### config.mk
export PLATFORM = sky130hd
export DESIGN_NAME = apb_periph_bridge_mc
export DESIGN_NICKNAME = d
export VERILOG_FILES = /design/src/rtl/apb_periph_bridge_pkg.sv /design/src/rtl/apb_bridge_timeout.sv /design/src/rtl/apb_periph_bridge_mc.sv
export SDC_FILE = /design/constraint.sdc
export NUM_CORES = 1
export LEC_CHECK = 0
export ABC_AREA = 1
export CAP_MARGIN = 5
export CORE_MARGIN = 2
export CORE_UTILIZATION = 35
export DETAILED_ROUTE_END_ITERATION = 7
export PLACE_DENSITY = 0.74
export SLEW_MARGIN = 20
export SYNTH_ARGS = -nofsm -noshare
export SYNTH_HDL_FRONTEND = slang
export SYNTH_HIERARCHICAL = 1
export SYNTH_SLANG_ARGS = --single-unit
### constraint.sdc
create_clock -name HCLK -period 2.5 [get_ports HCLK]
set_clock_uncertainty 0.1 [all_clocks]
set_input_delay 0.375 -clock HCLK [delete_from_list [all_inputs] [get_ports HCLK]]
set_output_delay 0.375 -clock HCLK [all_outputs]
set_load 0.005 [all_outputs]
### src/rtl/apb_periph_bridge_pkg.sv
// Shared types and constants for the multi-channel APB-to-peripheral bridge.
package apb_periph_bridge_pkg;

  typedef enum logic [2:0] {
    IDLE,
    REQ,
    RESP,
    DONE,
    ERR
  } state_t;

  localparam int          CH_SEL_BITS = 3;
  localparam logic [31:0] ERR_RDATA   = 32'h0;

endpackage

### src/rtl/apb_bridge_timeout.sv
// Cycle watchdog for the bridge: cleared at request start, counts while enabled,
// flags expiry on the TIMEOUT_CYCLES-th enabled cycle. TIMEOUT_CYCLES=0 never expires.
module apb_bridge_timeout #(
  parameter int TIMEOUT_CYCLES = 64
) (
  input  logic clk,
  input  logic rst_n,
  input  logic clr,
  input  logic en,
  output logic expire
);

  localparam int CW = (TIMEOUT_CYCLES > 1) ? $clog2(TIMEOUT_CYCLES) : 1;

  generate
    if (TIMEOUT_CYCLES == 0) begin : g_off
      logic unused_inputs;
      assign unused_inputs = clr ^ en;
      assign expire        = 1'b0;
    end else begin : g_on
      localparam logic [CW-1:0] LAST = CW'(TIMEOUT_CYCLES - 1);
      logic [CW-1:0] count_reg;

      always_ff @(posedge clk or negedge rst_n) begin
        if (!rst_n) begin
          count_reg <= '0;
        end else if (clr) begin
          count_reg <= '0;
        end else if (en) begin
          count_reg <= count_reg + 1'b1;
        end
      end

      // Expiry fires during the last allowed cycle so the FSM leaves on that edge.
      assign expire = en && (count_reg == LAST);
    end
  endgenerate

endmodule

### src/rtl/apb_periph_bridge_mc.sv
// Registered APB4 slave fanning out to NUM_CHANNELS req/gnt/r_valid peripheral targets,
// with channel decode from PADDR, response tag checking and a response watchdog.
module apb_periph_bridge_mc
  import apb_periph_bridge_pkg::*;
#(
  parameter int APB_ADDR_WIDTH = 12,
  parameter int NUM_CHANNELS   = 2,
  parameter int CH_LSB         = 8,
  parameter int ID_WIDTH       = 4,
  parameter int TIMEOUT_CYCLES = 64
) (
  input  logic                             HCLK,
  input  logic                             HRESETn,
  input  logic [APB_ADDR_WIDTH-1:0]        PADDR,
  input  logic [31:0]                      PWDATA,
  input  logic [3:0]                       PSTRB,
  input  logic                             PWRITE,
  input  logic                             PSEL,
  input  logic                             PENABLE,
  output logic [31:0]                      PRDATA,
  output logic                             PREADY,
  output logic                             PSLVERR,
  output logic [NUM_CHANNELS-1:0]          per_req_o,
  output logic [CH_LSB-1:0]                per_add_o,
  output logic                             per_wen_o,
  output logic [31:0]                      per_wdata_o,
  output logic [3:0]                       per_be_o,
  output logic [ID_WIDTH-1:0]              per_id_o,
  input  logic [NUM_CHANNELS-1:0]          per_gnt_i,
  input  logic [NUM_CHANNELS-1:0]          per_rvalid_i,
  input  logic [32*NUM_CHANNELS-1:0]       per_rdata_i,
  input  logic [ID_WIDTH*NUM_CHANNELS-1:0] per_rid_i
);

  localparam logic [CH_SEL_BITS:0] NUM_CH_L = (CH_SEL_BITS + 1)'(NUM_CHANNELS);

  state_t                  state_reg;
  logic [CH_SEL_BITS-1:0]  ch_reg;
  logic [ID_WIDTH-1:0]     tag_reg;

  logic [CH_SEL_BITS-1:0]  paddr_ch;
  logic                    ch_valid;
  logic                    setup;
  logic                    tmo_en;
  logic                    tmo_expire;
  logic [NUM_CHANNELS-1:0] new_hit;
  logic [NUM_CHANNELS-1:0] cur_hit;
  logic                    sel_gnt;
  logic                    sel_rvalid;
  logic [31:0]             sel_rdata;
  logic [ID_WIDTH-1:0]     sel_rid;
  logic                    unused_paddr;

  assign paddr_ch     = PADDR[CH_LSB +: CH_SEL_BITS];
  assign ch_valid     = {1'b0, paddr_ch} < NUM_CH_L;
  assign setup        = (state_reg == IDLE) && PSEL && !PENABLE;
  assign tmo_en       = (state_reg == REQ) || (state_reg == RESP);
  assign unused_paddr = ^PADDR;

  genvar gi;
  generate
    for (gi = 0; gi < NUM_CHANNELS; gi++) begin : g_ch
      assign new_hit[gi] = (paddr_ch == CH_SEL_BITS'(gi));
      assign cur_hit[gi] = (ch_reg == CH_SEL_BITS'(gi));
    end
  endgenerate

  // Only the latched channel is listened to; activity on other targets is ignored.
  assign sel_gnt    = |(per_gnt_i & cur_hit);
  assign sel_rvalid = |(per_rvalid_i & cur_hit);

  always_comb begin
    sel_rdata = '0;
    sel_rid   = '0;
    for (int i = 0; i < NUM_CHANNELS; i++) begin
      if (cur_hit[i]) begin
        sel_rdata = per_rdata_i[i*32 +: 32];
        sel_rid   = per_rid_i[i*ID_WIDTH +: ID_WIDTH];
      end
    end
  end

  apb_bridge_timeout #(
    .TIMEOUT_CYCLES(TIMEOUT_CYCLES)
  ) u_timeout (
    .clk   (HCLK),
    .rst_n (HRESETn),
    .clr   (setup),
    .en    (tmo_en),
    .expire(tmo_expire)
  );

  always_ff @(posedge HCLK or negedge HRESETn) begin
    if (!HRESETn) begin
      state_reg   <= IDLE;
      ch_reg      <= '0;
      tag_reg     <= '0;
      PRDATA      <= '0;
      PREADY      <= 1'b0;
      PSLVERR     <= 1'b0;
      per_req_o   <= '0;
      per_add_o   <= '0;
      per_wen_o   <= 1'b0;
      per_wdata_o <= '0;
      per_be_o    <= '0;
      per_id_o    <= '0;
    end else begin
      case (state_reg)
        IDLE: begin
          if (setup) begin
            if (ch_valid) begin
              ch_reg      <= paddr_ch;
              per_req_o   <= new_hit;
              per_add_o   <= PADDR[CH_LSB-1:0];
              per_wen_o   <= !PWRITE;
              per_wdata_o <= PWDATA;
              per_be_o    <= PWRITE ? PSTRB : 4'hF;
              per_id_o    <= tag_reg;
              state_reg   <= REQ;
            end else begin
              PREADY    <= 1'b1;
              PSLVERR   <= 1'b1;
              PRDATA    <= ERR_RDATA;
              state_reg <= ERR;
            end
          end
        end
        REQ, RESP: begin
          // Timeout wins over a same-cycle gnt/r_valid; the tag still advances so a
          // late response from the abandoned target mismatches.
          if (tmo_expire) begin
            per_req_o <= '0;
            tag_reg   <= tag_reg + 1'b1;
            PREADY    <= 1'b1;
            PSLVERR   <= 1'b1;
            PRDATA    <= ERR_RDATA;
            state_reg <= ERR;
          end else if (state_reg == REQ) begin
            if (sel_gnt) begin
              per_req_o <= '0;
              state_reg <= RESP;
            end
          end else if (sel_rvalid) begin
            PRDATA    <= per_wen_o ? sel_rdata : '0;
            PSLVERR   <= (sel_rid != tag_reg);
            PREADY    <= 1'b1;
            tag_reg   <= tag_reg + 1'b1;
            state_reg <= DONE;
          end
        end
        DONE, ERR: begin
          PREADY    <= 1'b0;
          PSLVERR   <= 1'b0;
          PRDATA    <= '0;
          state_reg <= IDLE;
        end
        default: state_reg <= IDLE;
      endcase
    end
  end

endmodule

==> results.md <==
- Outcome: finished clean
- WP data arrival: 2420 ps
- Sequential power share: 0.337
- Cts bufs inserted: 9
- Share of cells above drive strength 1: 0.116
- Relative slew slack: 0.564
- Post-synthesis sequential area ratio: 0.511
- Synth cell types: 27
- Crit-path slowest cell: dfrtp_1
- Total length of routed wires: 13,400 um
- WL met1: 5910 um
- Tightest Pin Transition: 652 ps
- R2r endpoint: PRDATA[24]
- Type of origin of the critical path: flop
- Global placement routability congestion: 0.858
- Internal power: 4.92 mW
- Initial core utilization: 0.358
- Worst-path fanout max: 32
- Worst-case clock buffer depth: 2
- Setup TNS: 0 ps
- Die ar.: 15,100 sq um
- Drt via density: 4.64
- Iteration-0 DRC Markers: 197
- Detail Route met3 WL: 1340 um
- Share of total power in the clock network: 0.167
- Comb pwr share: 0.495
- Cell taking the most area after synthesis: dfrtp_1
- Syn Area/Cell: 8.79 sq um
- H-tree levels: 3
- Mapped Cells: 563
- Max Fclk: 449 MHz
- Global Route Usage Sum: 0.181
- Detailed Place HPWL: 9710 um
- Max-cap violation count: 0
- Setup violators final: 0
- Chip width: 123 um
- Crit Path Class: reg -> reg
- Vias in the first global route: 4,217
- Top Layer Used: met4
- Vias: 4,447
- Syn Std Cell Area: 4950 sq um
- Final nets: 905
- Yosys top cell area share: 0.511
- Postcts setup bufs: 0
- Crit Reg-Reg Startpoint: state_reg[2]
- Non-Filler Instances: 959
- Largest net degree at the start of global routing: 45
- Final Cycle Share: 0.892
- Rows: 43
- Worst Path Required: 2690 ps
- # diodes: 0
- Initial antenna violation count: 0
- Core box area: 13,800 sq um
- Drt first pass iters: 6
- Net Sw Frac: 0.384
- Hold Vio Cnt, Final: 0
- VDD IR max: 0.529 mV
- CP Launch Point: state_reg[2]
- Synthesis warning total: 6
- Slew Viols, Final: 0
- Sink Count: 101
- Most frequent CP cell: nand2_1
- CP Cell Sequence: inv_2 -> nand2_2 -> nor2_4 -> nand3_1 -> nor3_2 -> inv_1 -> nand2_1 -> nand2_1 -> nor2_2 -> nand2_4 -> inv_8 -> nand3_1 -> nand2_1
- TritonCTS clock tree: built
- NetSw: 3.06 mW
- Worst Setup End Kind: flop
- Leakage: 3.55 nW
- Syn-to-layout area delta: 52.3%
- Clock transition at path regs: 70 ps
- Die height: 123 um
- Synth Register Bits: 101
- Unrepaired setup endpoints after global routing: no
- Largest regs: PRDATA (32), per_wdata_o (32), per_add_o (8)
- Pwr per Cell Area: 1060 nW/um^2
- Port bufs: 212
- CP max stage delay: 440 ps
- Reg2Reg Depth: 13
- Synth area leaders: dfrtp_1, nand2_1, nand3_2, a22o_1, nand3_1
- Wire length per cell: 14.0 um
- First-pass GRT wire length: 21,200 um
- Root Driver: clkbuf_16
- Post-route ant nets: 0
- Fin crit period: 2230 ps
- Routed wire length on met2: 5890 um
- Worst-Skew Late Latency: 350 ps
- HP Class: in -> async
- Overflow after GRT: 0
- Placed cell count: 941
- Reg2Reg Setup Slack: 270 ps
- Net count after synthesis: 694
- # DRC: 0
- # IOs: 214
[timing repair]
| item | in CTS | in global routing |
|---|---|---|
| hold buffers | 1 | 0 |
| endpoints found under the hold margin | 21 | 0 |
| endpoints found under the setup margin | 0 | 34 |
| resized for setup | 0 | 2 |
[power by group through the flow]
stage                     Sequential [mW]  Combinational [mW]  Clock, mW
after floorplan                      2.69                2.27          0
after global placement               2.69                3.94          0
after detailed placement             2.70                3.97          0
after CTS                            2.70                3.99       1.37
after global routing                 2.78                4.39       1.44
final                                2.69                3.95       1.34
[cells in the mapped netlist (all sizes together)]
cell and instances:
o21ai 16, xor2 3, dfrtp 101, xnor2 1, nor2 27, inv 36, nand2 244, nand4 7
nand3 56, nor3 6, buf 22, a22o 32, a21oi 6, ha 2, clkbuf 4
[routing by layer]
| metal | GRT usage | vias to the layer above |
|---|---|---|
| met4 | 0.0711 | 0 |
| met5 | 0 | - |
| li1 | - | 2230 |
| met1 | 0.228 | 2022 |
| met3 | 0.0618 | 20 |
| met2 | 0.287 | 175 |
[metrics by stage]
stage	power (mW)	utilization	area [sq um]	hold WS (ps)	setup WS, ps
after floorplan	4.96	-	4950	-20.6	322
after global placement	6.63	0.522	7220	202	126
after detailed placement	6.68	0.522	7220	200	60.8
after CTS	8.06	0.543	7510	366	37.8
after global routing	8.61	0.545	7530	389	45.9
final	7.98	0.545	7530	363	271
[cell type report]
type / instances / area (sq um)
clock buffers: 9 / 225
flip-flops and latches: 101 / 2530
well taps: 180 / 225
multi-input cells: 400 / 2090
clock inverters: 7 / 50.0
fillers: 1292 / 6290
repair buffers: 226 / 2280
inverters: 36 / 143
[critical path: cells and delay by family, from the launching register on]
| family | cells | cell delay (ps) |
|---|---|---|
| buffers and inverters | 3 | 460 |
| flip-flops | 1 | 440 |
| AND/OR/NAND/NOR | 10 | 1160 |
[cell families after synthesis]
| group | count (synthesis) | share of synthesized area |
|---|---|---|
| AOI/OAI and AO/OA | 54 | 0.0789 |
| adders and majority gates | 2 | 0.00506 |
| xor gates and xnor gates | 4 | 0.00708 |
| buffers and inverters | 62 | 0.0683 |
| and+or+nand+nor | 340 | 0.330 |
| DFF | 101 | 0.511 |
[layout by cell type (no fill, tap or decap), types with 6 or more instances in the layout]
| cell | synthesis | routed |
|---|---|---|
| nand3_2 | 33 | 33 |
| buf_4 | 11 | 10 |
| inv_2 | 8 | 8 |
| clkdlybuf4s50_1 | 0 | 211 |
| a21oi_1 | 6 | 6 |
| nor2_1 | 18 | 18 |
| o21ai_0 | 15 | 15 |
| clkbuf_16 | 0 | 9 |
| nand4_1 | 6 | 6 |
| a22o_1 | 32 | 32 |
| inv_1 | 27 | 27 |
| nand3_1 | 23 | 23 |
| dfrtp_1 | 101 | 101 |
| nand2_1 | 239 | 239 |
[worst max-delay path by stage]
| stage | depth (start not counted) | endpoint |
|---|---|---|
| floorplan | 14 | PRDATA[10] |
| global placement | 8 | PRDATA[25] |
| detailed placement | 8 | PRDATA[24] |
| CTS | 8 | PRDATA[24] |
| global route | 13 | PRDATA[24] |
| finish | 13 | PRDATA[24] |
Note: power is estimated with default switching activity, not from simulation.
